==> config.mk <==
export PLATFORM = sky130hd
export DESIGN_NAME = instruction_loader
export DESIGN_NICKNAME = d
export VERILOG_FILES = /design/src/rtl/instruction_loader_pkg.sv /design/src/rtl/instruction_loader_byte_word_assembler.sv /design/src/rtl/instruction_loader.sv
export SDC_FILE = /design/constraint.sdc
export NUM_CORES = 1
export LEC_CHECK = 0
export CAP_MARGIN = 20
export CORE_UTILIZATION = 46
export DETAILED_ROUTE_END_ITERATION = 6
export PLACE_DENSITY_LB_ADDON = 0.05
export SYNTH_ARGS = -nofsm -noshare
export SYNTH_HDL_FRONTEND = slang
export SYNTH_SLANG_ARGS = --single-unit
==> constraint.sdc <==
create_clock -name i_clk -period 2.25 [get_ports i_clk]
set_input_delay 0.3375 -clock i_clk [delete_from_list [all_inputs] [get_ports i_clk]]
set_output_delay 0.3375 -clock i_clk [all_outputs]
set_load 0.02 [all_outputs]
==> src/rtl/instruction_loader_pkg.sv <==
// Shared constants, FSM state encoding and write-port payload for the instruction loader.
package instruction_loader_pkg;

    localparam int unsigned NBITS     = 32;
    localparam int unsigned BYTE_W    = 8;
    localparam int unsigned CELDAS    = 60;
    localparam int unsigned ADDR_STEP = 4;

    localparam logic [NBITS-1:0] HALT_WORD = 32'hFFFF_FFFF;

    typedef enum logic [1:0] {
        IDLE  = 2'd0,
        RECV  = 2'd1,
        DONE  = 2'd2,
        ERROR = 2'd3
    } state_t;

    typedef struct packed {
        logic [NBITS-1:0] addr;
        logic [NBITS-1:0] data;
    } wr_req_t;

endpackage

==> src/rtl/instruction_loader_byte_word_assembler.sv <==
// Collects four bytes MSB-first into a word; word_valid_c marks the strobe carrying the last byte.
module instruction_loader_byte_word_assembler
    import instruction_loader_pkg::*;
(
    input  logic              clk,
    input  logic              rst_n,
    input  logic              clear,
    input  logic              strobe,
    input  logic [BYTE_W-1:0] data_in,
    output logic [NBITS-1:0]  word_c,
    output logic              word_valid_c
);

    localparam int unsigned SHIFT_W = NBITS - BYTE_W;

    logic [SHIFT_W-1:0] shift_q;
    logic [1:0]         count_q;

    always_ff @(posedge clk) begin
        if (!rst_n || clear) begin
            shift_q <= '0;
            count_q <= '0;
        end else if (strobe) begin
            shift_q <= {shift_q[SHIFT_W-BYTE_W-1:0], data_in};
            count_q <= count_q + 2'd1;
        end
    end

    // The fourth byte completes the word in the same cycle it arrives.
    assign word_c       = {shift_q, data_in};
    assign word_valid_c = strobe && (count_q == 2'd3);

endmodule

==> src/rtl/instruction_loader.sv <==
// Loads a byte-streamed program into instruction memory, one big-endian word per write.
module instruction_loader
    import instruction_loader_pkg::*;
(
    input  logic              i_clk,
    input  logic              i_reset,
    input  logic              i_start,
    input  logic [BYTE_W-1:0] i_rx_data,
    input  logic              i_rx_done,
    output logic              o_wr_en,
    output logic [NBITS-1:0]  o_wr_addr,
    output logic [NBITS-1:0]  o_wr_data,
    output logic              o_busy,
    output logic              o_done,
    output logic              o_error,
    output logic [NBITS-1:0]  o_word_count
);

    state_t           state_q;
    state_t           state_d;
    logic             start_c;
    logic             write_c;
    logic             strobe_c;
    logic [NBITS-1:0] word_c;
    logic             word_valid_c;
    logic [NBITS-1:0] ptr_q;
    logic [NBITS-1:0] count_q;
    wr_req_t          wr_q;
    logic             wr_en_q;
    logic             busy_q;
    logic             done_q;
    logic             error_q;

    // Bytes only count while a load is in progress.
    assign strobe_c = i_rx_done && (state_q == RECV);

    instruction_loader_byte_word_assembler u_assembler (
        .clk          (i_clk),
        .rst_n        (i_reset),
        .clear        (start_c),
        .strobe       (strobe_c),
        .data_in      (i_rx_data),
        .word_c       (word_c),
        .word_valid_c (word_valid_c)
    );

    always_ff @(posedge i_clk) begin
        if (!i_reset) begin
            state_q <= IDLE;
        end else begin
            state_q <= state_d;
        end
    end

    always_comb begin
        state_d = state_q;
        start_c = 1'b0;
        write_c = 1'b0;
        case (state_q)
            IDLE, DONE, ERROR: begin
                if (i_start) begin
                    state_d = RECV;
                    start_c = 1'b1;
                end
            end
            RECV: begin
                if (word_valid_c) begin
                    if (ptr_q <= NBITS'(CELDAS - 1)) begin
                        write_c = 1'b1;
                        if (word_c == HALT_WORD) begin
                            state_d = DONE;
                        end
                    end else begin
                        state_d = ERROR;
                    end
                end
            end
            default: state_d = IDLE;
        endcase
    end

    // Write port, pointer and status flags; the address/data pair holds between writes.
    always_ff @(posedge i_clk) begin
        if (!i_reset) begin
            ptr_q   <= '0;
            count_q <= '0;
            wr_q    <= '0;
            wr_en_q <= 1'b0;
            busy_q  <= 1'b0;
            done_q  <= 1'b0;
            error_q <= 1'b0;
        end else begin
            wr_en_q <= write_c;
            busy_q  <= (state_d == RECV);
            done_q  <= (state_d == DONE);
            error_q <= (state_d == ERROR);
            if (start_c) begin
                ptr_q   <= '0;
                count_q <= '0;
                wr_q    <= '0;
            end else if (write_c) begin
                wr_q.addr <= ptr_q;
                wr_q.data <= word_c;
                ptr_q     <= ptr_q + NBITS'(ADDR_STEP);
                count_q   <= count_q + NBITS'(1);
            end
        end
    end

    assign o_wr_en      = wr_en_q;
    assign o_wr_addr    = wr_q.addr;
    assign o_wr_data    = wr_q.data;
    assign o_busy       = busy_q;
    assign o_done       = done_q;
    assign o_error      = error_q;
    assign o_word_count = count_q;

endmodule
==> flow_summary.toml, run 1 <==
[status]
status = "finished clean"

[die]
die_h_um = 112.6
ios = 112
num_rows = 40
dieArea_um2 = 12680
initial_utilization_pct = 47.06
fp.dieW_um = 112.6
core_area_um2 = 11960

[clocking]
cts_sinks = 156
root_buffer = "clkbuf_16"
cts_made_buffers = 17
cts_tree = "done"
clkLatencyLatePin_ps = 430
cts_buffer_depth = 2
htreeDepth = 4
path_clk_slew_ps = 60
cts_hold_buffers = 0

[logic_synthesis]
yosys.area.top_type = "dfxtp_1"
yosysMostFrequentCell = "dfxtp_1"
synthArstFlopShare_pct = 0
seq_area_frac_synth_pct = 55.48
synth_cell_types = 41
syn_area_um2 = 5629
synth_edf_count = 0
syn_inst = 638
synth-main-ff-cell = "dfxtp_1"
yosysWarnings = 0
yosysTopAreaCellShare_pct = 55.48
syn_avg_cell_area_um2 = 8.823
synth_area_leaders = "dfxtp_1 (55%), nand2_1 (9.7%), a21oi_1 (7.4%)"
synthTopCellsByCount = "dfxtp_1 (156), nand2_1 (145), a21oi_1 (83), clkbuf_1 (39), and3_1 (30)"
ys_ff_latch = 156

[critical_path]
worst-path-buf-inv = 1
cp_slowest_cell = "or4_4"
required_ps = 2590
startpoint = "ptr_q[31]"
cp.depth = 6
critical_path.top_delay_family = "simple AND/OR/NAND/NOR gates"
crit_chain = "nor4_2, nand4_1, buf_4, or4_4, or3_1, a21oi_1"
r2r_cells = 6
cp-start-kind = "flip-flop"
cp_max_fo = 6
cpPeakStageDelay_ps = 580
cp-end-kind = "flip-flop"
reg2reg_from = "ptr_q[31]"
critPathKind = "reg -> reg"
worst_ep_arrival_time_ps = 2590

[placement]
io_buffers = 109
dp_hpwl_um = 9295
place_congestion = 0.8569
placed_area_um2 = 7128

[detailed_routing]
viasPerCell = 5.393
finalWirelength_um = 14240
drc = 0
vias = 5021
ant_nets = 0
firstDrtPassIters = 5
wl_per_cell_um = 15.29
drtIter0Drc = 328

[timing]
rsz0062_at_grt = "yes"
fin_crit_ps = 2244
setup_viol = 0
fmax_ghz = 0.4457
setup_tns_ps = 0
finalCritPeriodShare_pct = 99.72
worst_pin_slew_ps = 576.9
holdWs_ps = 455.2
slew-limit-headroom_pct = 61.46
finalHoldViolCount = 0
final-max-slew-violation-count = 0
fin_skew_ps = 10.88

[cells_and_area]
nNetsFinal = 786
syn2layout_area_growth_pct = 40.12
final_area_um2 = 7888
drive_gt1_share_pct = 13.52
diodes = 0
fin_util_pct = 65.94

[worst_hold_path]
hold_depth = 2
hold_start = "o_wr_data[1]"
hp-class = "reg -> reg"

[power]
vdd_drop_max_uv = 523.2
p_leak_uw = 0.002855
p_per_area_nw_per_um2 = 756.9

[global_routing]
grt_max_degree = 51
gr-usage-met3_pct = 7.127
global_route.overflow_total = 0
grt_pass1_wl_um = 22920
use_met1_pct = 29.33
grt_pass1_vias = 4826
antenna_found_initial = 0
busiest_layer = "met2"
grtUsageMet2_pct = 35.84
grt_usage_pct = 22.78

[run]
cap_viol_max_count = 0
[registers in the layout, summed over array words and instances (netlist names)]
name / flops
o_error: 1
u_assembler.shift_q: 24
ptr_q: 30
o_wr_addr: 30
o_wr_data: 32
state_q: 2
o_busy: 1
o_word_count: 32
o_wr_en: 1
o_done: 1
u_assembler.count_q: 2
[worst min-delay path, stage by stage, from the launching register on]
cell and delay (ps):
dfxtp_1 310, nand2_1 50, a21oi_1 50
[power breakdown]
group,total (uW),switching [uW],internal [uW]
Combinational,163,105,58.1
Clock,3030,1140,1890
Sequential,2780,7.82,2770
[layout by cell type, fill, tap and decap left out, types with 5 or more instances in the layout]
cell,n
or4_1,7
nor4_1,13
clkdlybuf4s50_1,109
xnor2_1,11
and3_1,30
o21ai_0,6
nand4_1,16
o31ai_1,7
nand2_1,144
nor2_1,22
or3_1,5
clkbuf_16,18
and2_1,27
dfxtp_2,7
buf_4,40
nand3_1,17
dfxtp_1,149
a21oi_1,79
[stage by stage]
step / cells / worst slack, ps / total power, uW
2_1_floorplan: 639 / -14.15 / 2918
3_3_place_gp: 894 / -395.2 / 2996
3_5_place_dp: 894 / -451.4 / 3000
4_1_cts: 928 / -19.77 / 6011
5_1_grt: 931 / -41.34 / 6142
6_report: 931 / 6.286 / 5970
[layout make-up]
| class | count | area (um2) |
|---|---|---|
| fill | 1016 | 4074 |
| sequential | 156 | 3132 |
| multi-input combinational | 440 | 2434 |
| timing repair buffer | 154 | 1496 |
| clock buffer | 19 | 442.9 |
| clock inverter | 13 | 191.4 |
| tap | 147 | 183.9 |
| inverter | 2 | 7.507 |
[timing repair]
| item | 4_1_cts | 5_1_grt |
|---|---|---|
| setup buffers | 1 | 2 |
| endpoints found under the hold margin | 0 | 0 |
| pin swaps | 9 | 9 |
| resized for setup | 9 | 10 |
| cloned | 1 | 1 |
| setup endpoints to repair | 15 | 12 |
[per-layer routing]
metal / vias to the layer above / wire length, um
met5: - / 0
met4: 0 / 195
met3: 18 / 797
met2: 134 / 6577
met1: 2388 / 6667
li1: 2481 / -
[cell families after synthesis]
family                     count (synthesis)  share of synthesized area (%)
buffers and inverters                     44                          3.201
AOI/OAI and AO/OA                        114                          11.31
DFF                                      156                          55.48
adders and majority gates                  3                         0.6669
muxes                                      1                         0.1778
xor gates and xnor gates                  12                          1.867
and+or+nand+nor                          307                          27.23
other                                      1                        0.06662
[path summary, 6_finish.rpt]
path | to | slack (ps)
worst min register to register | o_wr_data[1] | 460
worst max-delay path | o_word_count[27] | 6
worst max register to register | o_word_count[27] | 6
worst min-delay path | o_wr_data[1] | 460
(Power assumes the default switching activity.)
==> run 2: changes to the inputs <==
- ABC_AREA: default -> 1
- CORE_UTILIZATION: 46 -> 48
- MAX_ROUTING_LAYER: default -> met4
==> flow_summary.toml, run 2 <==
[logic_synthesis]
syn_inst = 925
synth-main-ff-cell = "dfxtp_1"
syn_area_um2 = 6441
synthArstFlopShare_pct = 0
yosysMostFrequentCell = "nand2_1"
syn_avg_cell_area_um2 = 6.963
synthTopCellsByCount = "nand2_1 (270), nor2_1 (220), dfxtp_1 (156), inv_1 (67), a21oi_1 (56)"
seq_area_frac_synth_pct = 48.48
yosys.area.top_type = "dfxtp_1"
yosysTopAreaCellShare_pct = 48.48
ys_ff_latch = 156
synth_cell_types = 28
synth_edf_count = 0
synth_area_leaders = "dfxtp_1 (48%), nand2_1 (16%), nor2_1 (13%)"
yosysWarnings = 0

[die]
ios = 112
fp.dieW_um = 117.8
num_rows = 41
core_area_um2 = 12880
dieArea_um2 = 13890
initial_utilization_pct = 50.02
die_h_um = 117.8

[global_routing]
grt_usage_pct = 23.34
grt_pass1_wl_um = 25400
grt_max_degree = 81
antenna_found_initial = 0
grt_pass1_vias = 5269
global_route.overflow_total = 0

[clocking]
cts_buffer_depth = 2
htreeDepth = 4
cts_tree = "done"
path_clk_slew_ps = 60
cts_made_buffers = 17
root_buffer = "clkbuf_16"
cts_sinks = 156
cts_hold_buffers = 0
clkLatencyLatePin_ps = 420
cts_setup_buffers = 0
cts-resized-gates = 0

[critical_path]
critPathKind = "reg -> out"
cpPeakStageDelay_ps = 670
cp-start-kind = "flip-flop"
cp_slowest_cell = "clkdlybuf4s50_1"
worst-path-buf-inv = 1
required_ps = 1910
cp-end-kind = "output pin"
worst_ep_arrival_time_ps = 1570
cp_max_fo = 7
critical_path.top_delay_family = "buffers and inverters"
crit_chain = "clkdlybuf4s50_1"

[detailed_routing]
wl_per_cell_um = 12.79
viasPerCell = 4.795
ant_nets = 0
firstDrtPassIters = 5
vias = 5788
drtIter0Drc = 429
finalWirelength_um = 15440
drc = 0

[cells_and_area]
diodes = 0
most-common-layout-cells = "nand2_1 (270), nor2_1 (220), dfxtp_1 (156)"
nNetsFinal = 1040
layout_commonest_cell = "nand2_1"
fin_util_pct = 63.76
drive_gt1_share_pct = 5.217
syn2layout_area_growth_pct = 27.47
final_area_um2 = 8210
fillers = 1197

[worst_hold_path]
hp-class = "reg -> reg"

[timing]
holdWs_ps = 423.7
setup_viol = 0
fin_crit_ps = 1905
finalHoldViolCount = 0
final-max-slew-violation-count = 0
fmax_ghz = 0.5249
setup_tns_ps = 0
fin_skew_ps = 7.804
worst_slack_ps = 344.9
rsz0062_at_grt = "no"
finalCritPeriodShare_pct = 84.67

[power]
p_per_area_nw_per_um2 = 692.3
p_leak_uw = 0.002899
vdd_drop_max_uv = 587.9

[placement]
io_buffers = 109
place_congestion = 0.9204
dp_hpwl_um = 10230
post-place-ws_ps = 381.3
placed_area_um2 = 7649

[run]
cap_viol_max_count = 0

[status]
status = "finished clean"
run 2: changes by cell type after synthesis, moves of 27 or more:
cell	before	now
and2_1	27	0
and3_1	30	0
inv_1	2	67
a21oi_1	83	56
nor2_1	22	220
o21ai_0	9	41
nand2_1	145	270
run 2: worst paths after layout:
check              startpoint               end  slack [ps]  cells past startpoint
max reg2reg   o_word_count[0]  o_word_count[18]         380                      8
min                 ptr_q[22]         ptr_q[22]         420                      2
min reg2reg         ptr_q[22]         ptr_q[22]         420                      2
max          o_word_count[19]  o_word_count[19]         340                      1
run 2: kinds of logic after synthesis:
kind of cell             synth area share (%)
AND/OR/NAND/NOR                         33.33
flip-flops                              48.48
buffers and inverters                   7.964
AO/OA/AOI/OAI                           7.673
XOR/XNOR                                1.904
adder cells (fa/ha/maj)                0.5828
other                                 0.05822
run 2: per-layer routing:
metal  track usage [%]  vias to the layer above  wire length, um
met5                 -                        -                0
met4             5.849                        0               83
met3             6.298                        8              894
met2             34.26                      163             6783
met1             31.66                     2571             7681
li1                  -                     3046                -
run 2: worst register-to-register path: stages, from the launching register on:
cell,delay [ps]
dfxtp_1,470
ha_1,330
nand3_2,180
nor2_2,250
nand2_1,80
nor2_1,190
nand4_1,130
nand2_1,90
nor2_1,40
run 2: cell type report:
class | instances | area, um2 | area share [%]
multi-input cells | 659 | 2814 | 34.27
repair buffers | 121 | 1231 | 15.00
well taps | 172 | 215.2 | 2.621
inverters | 70 | 265.3 | 3.231
clock inverters | 10 | 118.9 | 1.448
clock buffers | 19 | 442.9 | 5.395
flip-flops and latches | 156 | 3123 | 38.04
run 2: stage by stage:
step                total power [uW]  instances
floorplan                       2937        926
global placement                3000       1178
detailed placement              3000       1178
CTS                             5732       1207
global route                    5856       1207
finish                          5684       1207
run 2: power by group:
part	internal, uW	total, uW	switching (uW)
registers	2770	2780	8.34
clock network	1640	2750	1100
logic	51.6	160	109
total	4470	5680	1220
==> run 3: changes to the inputs <==
- CORE_UTILIZATION: 48 -> 50
- clock period: 2.25 -> 1.8 ns (I/O delays scaled with it)
==> flow_summary.toml, run 3 (synthesized netlist as in run 2, its figures left out) <==
[timing]
finalHoldViolCount = 0
setup_tns_ps = 0
rsz0062_at_grt = "yes"
final-max-slew-violation-count = 0
fin_crit_ps = 1758
worst_slack_ps = 41.97
fmax_ghz = 0.5688
fin_skew_ps = 9.094
finalCritPeriodShare_pct = 97.67
setup_viol = 0
holdWs_ps = 426.2

[die]
fp.dieW_um = 115.5
dieArea_um2 = 13340
die_h_um = 115.5
initial_utilization_pct = 51.25
num_rows = 41
core_area_um2 = 12570
ios = 112

[placement]
place_congestion = 0.9381
post-place-ws_ps = 38.00
dp_hpwl_um = 10410
io_buffers = 109

[power]
seqPwrFrac_pct = 47.1
p_per_area_nw_per_um2 = 871.6
power_switching_uw = 1571
combPwrFrac_pct = 2.8
internal-power_uw = 5800
power_frac_clock_pct = 50.1
sw_frac_of_total_pct = 21.32
p_leak_uw = 0.003322
vdd_drop_max_uv = 766.9

[clocking]
cts_sinks = 156
cts_made_buffers = 17
root_buffer = "clkbuf_16"
cts_setup_buffers = 0
htreeDepth = 4
path_clk_slew_ps = 60
clkLatencyLatePin_ps = 420
cts_tree = "done"
cts_buffer_depth = 2
cts_hold_buffers = 0

[critical_path]
cp_slowest_cell = "clkdlybuf4s50_1"
cpPeakStageDelay_ps = 640
worst_ep_arrival_time_ps = 1490
cp-start-kind = "flip-flop"
crit_chain = "clkdlybuf4s50_1"
cp_max_fo = 5
cp-end-kind = "output pin"
critPathKind = "reg -> out"
worst-path-buf-inv = 1
critical_path.top_delay_family = "buffers and inverters"
required_ps = 1530

[detailed_routing]
vias = 5903
wl_per_cell_um = 12.46
drtIter0Drc = 455
viasPerCell = 4.823
firstDrtPassIters = 5
drc = 0
ant_nets = 0
finalWirelength_um = 15250

[cells_and_area]
most-common-layout-cells = "nand2_1 (269), nor2_1 (219), dfxtp_1 (156)"
fillers = 1121
layout_commonest_cell = "nand2_1"
syn2layout_area_growth_pct = 31.29
drive_gt1_share_pct = 6.939
nNetsFinal = 1054
diodes = 0

[global_routing]
antenna_found_initial = 0
grt_max_degree = 64
grt_pass1_vias = 5223
grt_usage_pct = 24.62
grt_pass1_wl_um = 24940
global_route.overflow_total = 0

[run]
cap_viol_max_count = 0

[worst_hold_path]
hp-class = "reg -> reg"

[status]
status = "finished clean"
==> run 3: cell type report <==
class                           count  area [um2]  share of cell area [%]
Sequential cell                   156        3123                   36.93
Clock buffer                       20       456.7                   5.400
Timing Repair Buffer              135        1413                   16.70
Multi-Input combinational cell    659        2824                   33.39
Clock inverter                     12       160.2                   1.894
Inverter                           70       265.3                   3.137
Tap cell                          172       215.2                   2.545
==> run 3: timing repair <==
| item | 4_1_cts | 5_1_grt |
|---|---|---|
| resized for setup | 7 | 18 |
| pin swaps | 0 | 2 |
| endpoints found under the setup margin | 7 | 27 |
==> run 3: final timing paths <==
path	from	end	slack [ps]	depth (start not counted)
setup / recovery	o_word_count[17]	o_word_count[17]	40	1
hold / removal	ptr_q[30]	ptr_q[30]	430	2
setup reg to reg	ptr_q[2]	o_wr_addr[10]	120	11
hold reg to reg	ptr_q[30]	ptr_q[30]	430	2
==> run 3: layer usage <==
| metal | GRT usage [%] | wire length (um) | vias up |
|---|---|---|---|
| met3 | 5.073 | 887 | 21 |
| met1 | 33.22 | 7453 | 2661 |
| met2 | 36.25 | 6659 | 143 |
| met5 | - | 0 | - |
| li1 | - | - | 3078 |
| met4 | 9.091 | 252 | 0 |
==> run 3: metrics by stage <==
stage,instances,total power (uW),area [um2],util [%]
after global routing,1224,7607,8457,67.29
final,1224,7371,8457,67.29
after CTS,1224,7435,8412,66.93
after detailed placement,1192,3756,7804,62.09
after floorplan,926,3671,6445,-
after global placement,1192,3756,7804,62.09
==> run 3: power by group through the flow <==
stage                     Clock, uW  Combinational (uW)  Sequential [uW]
after floorplan                   0                 124             3550
after global placement            0                 208             3550
after detailed placement          0                 208             3550
after CTS                      3750                 209             3470
after global routing           3910                 229             3470
final                          3690                 207             3470
==> run 3: worst reg2reg max path: cells and delay by family, from the launching register on <==
| kind | cells | cell delay [ps] |
|---|---|---|
| buffers and inverters | 3 | 360 |
| flip-flops | 1 | 320 |
| AND/OR/NAND/NOR | 7 | 650 |
| adder cells (fa/ha/maj) | 1 | 230 |
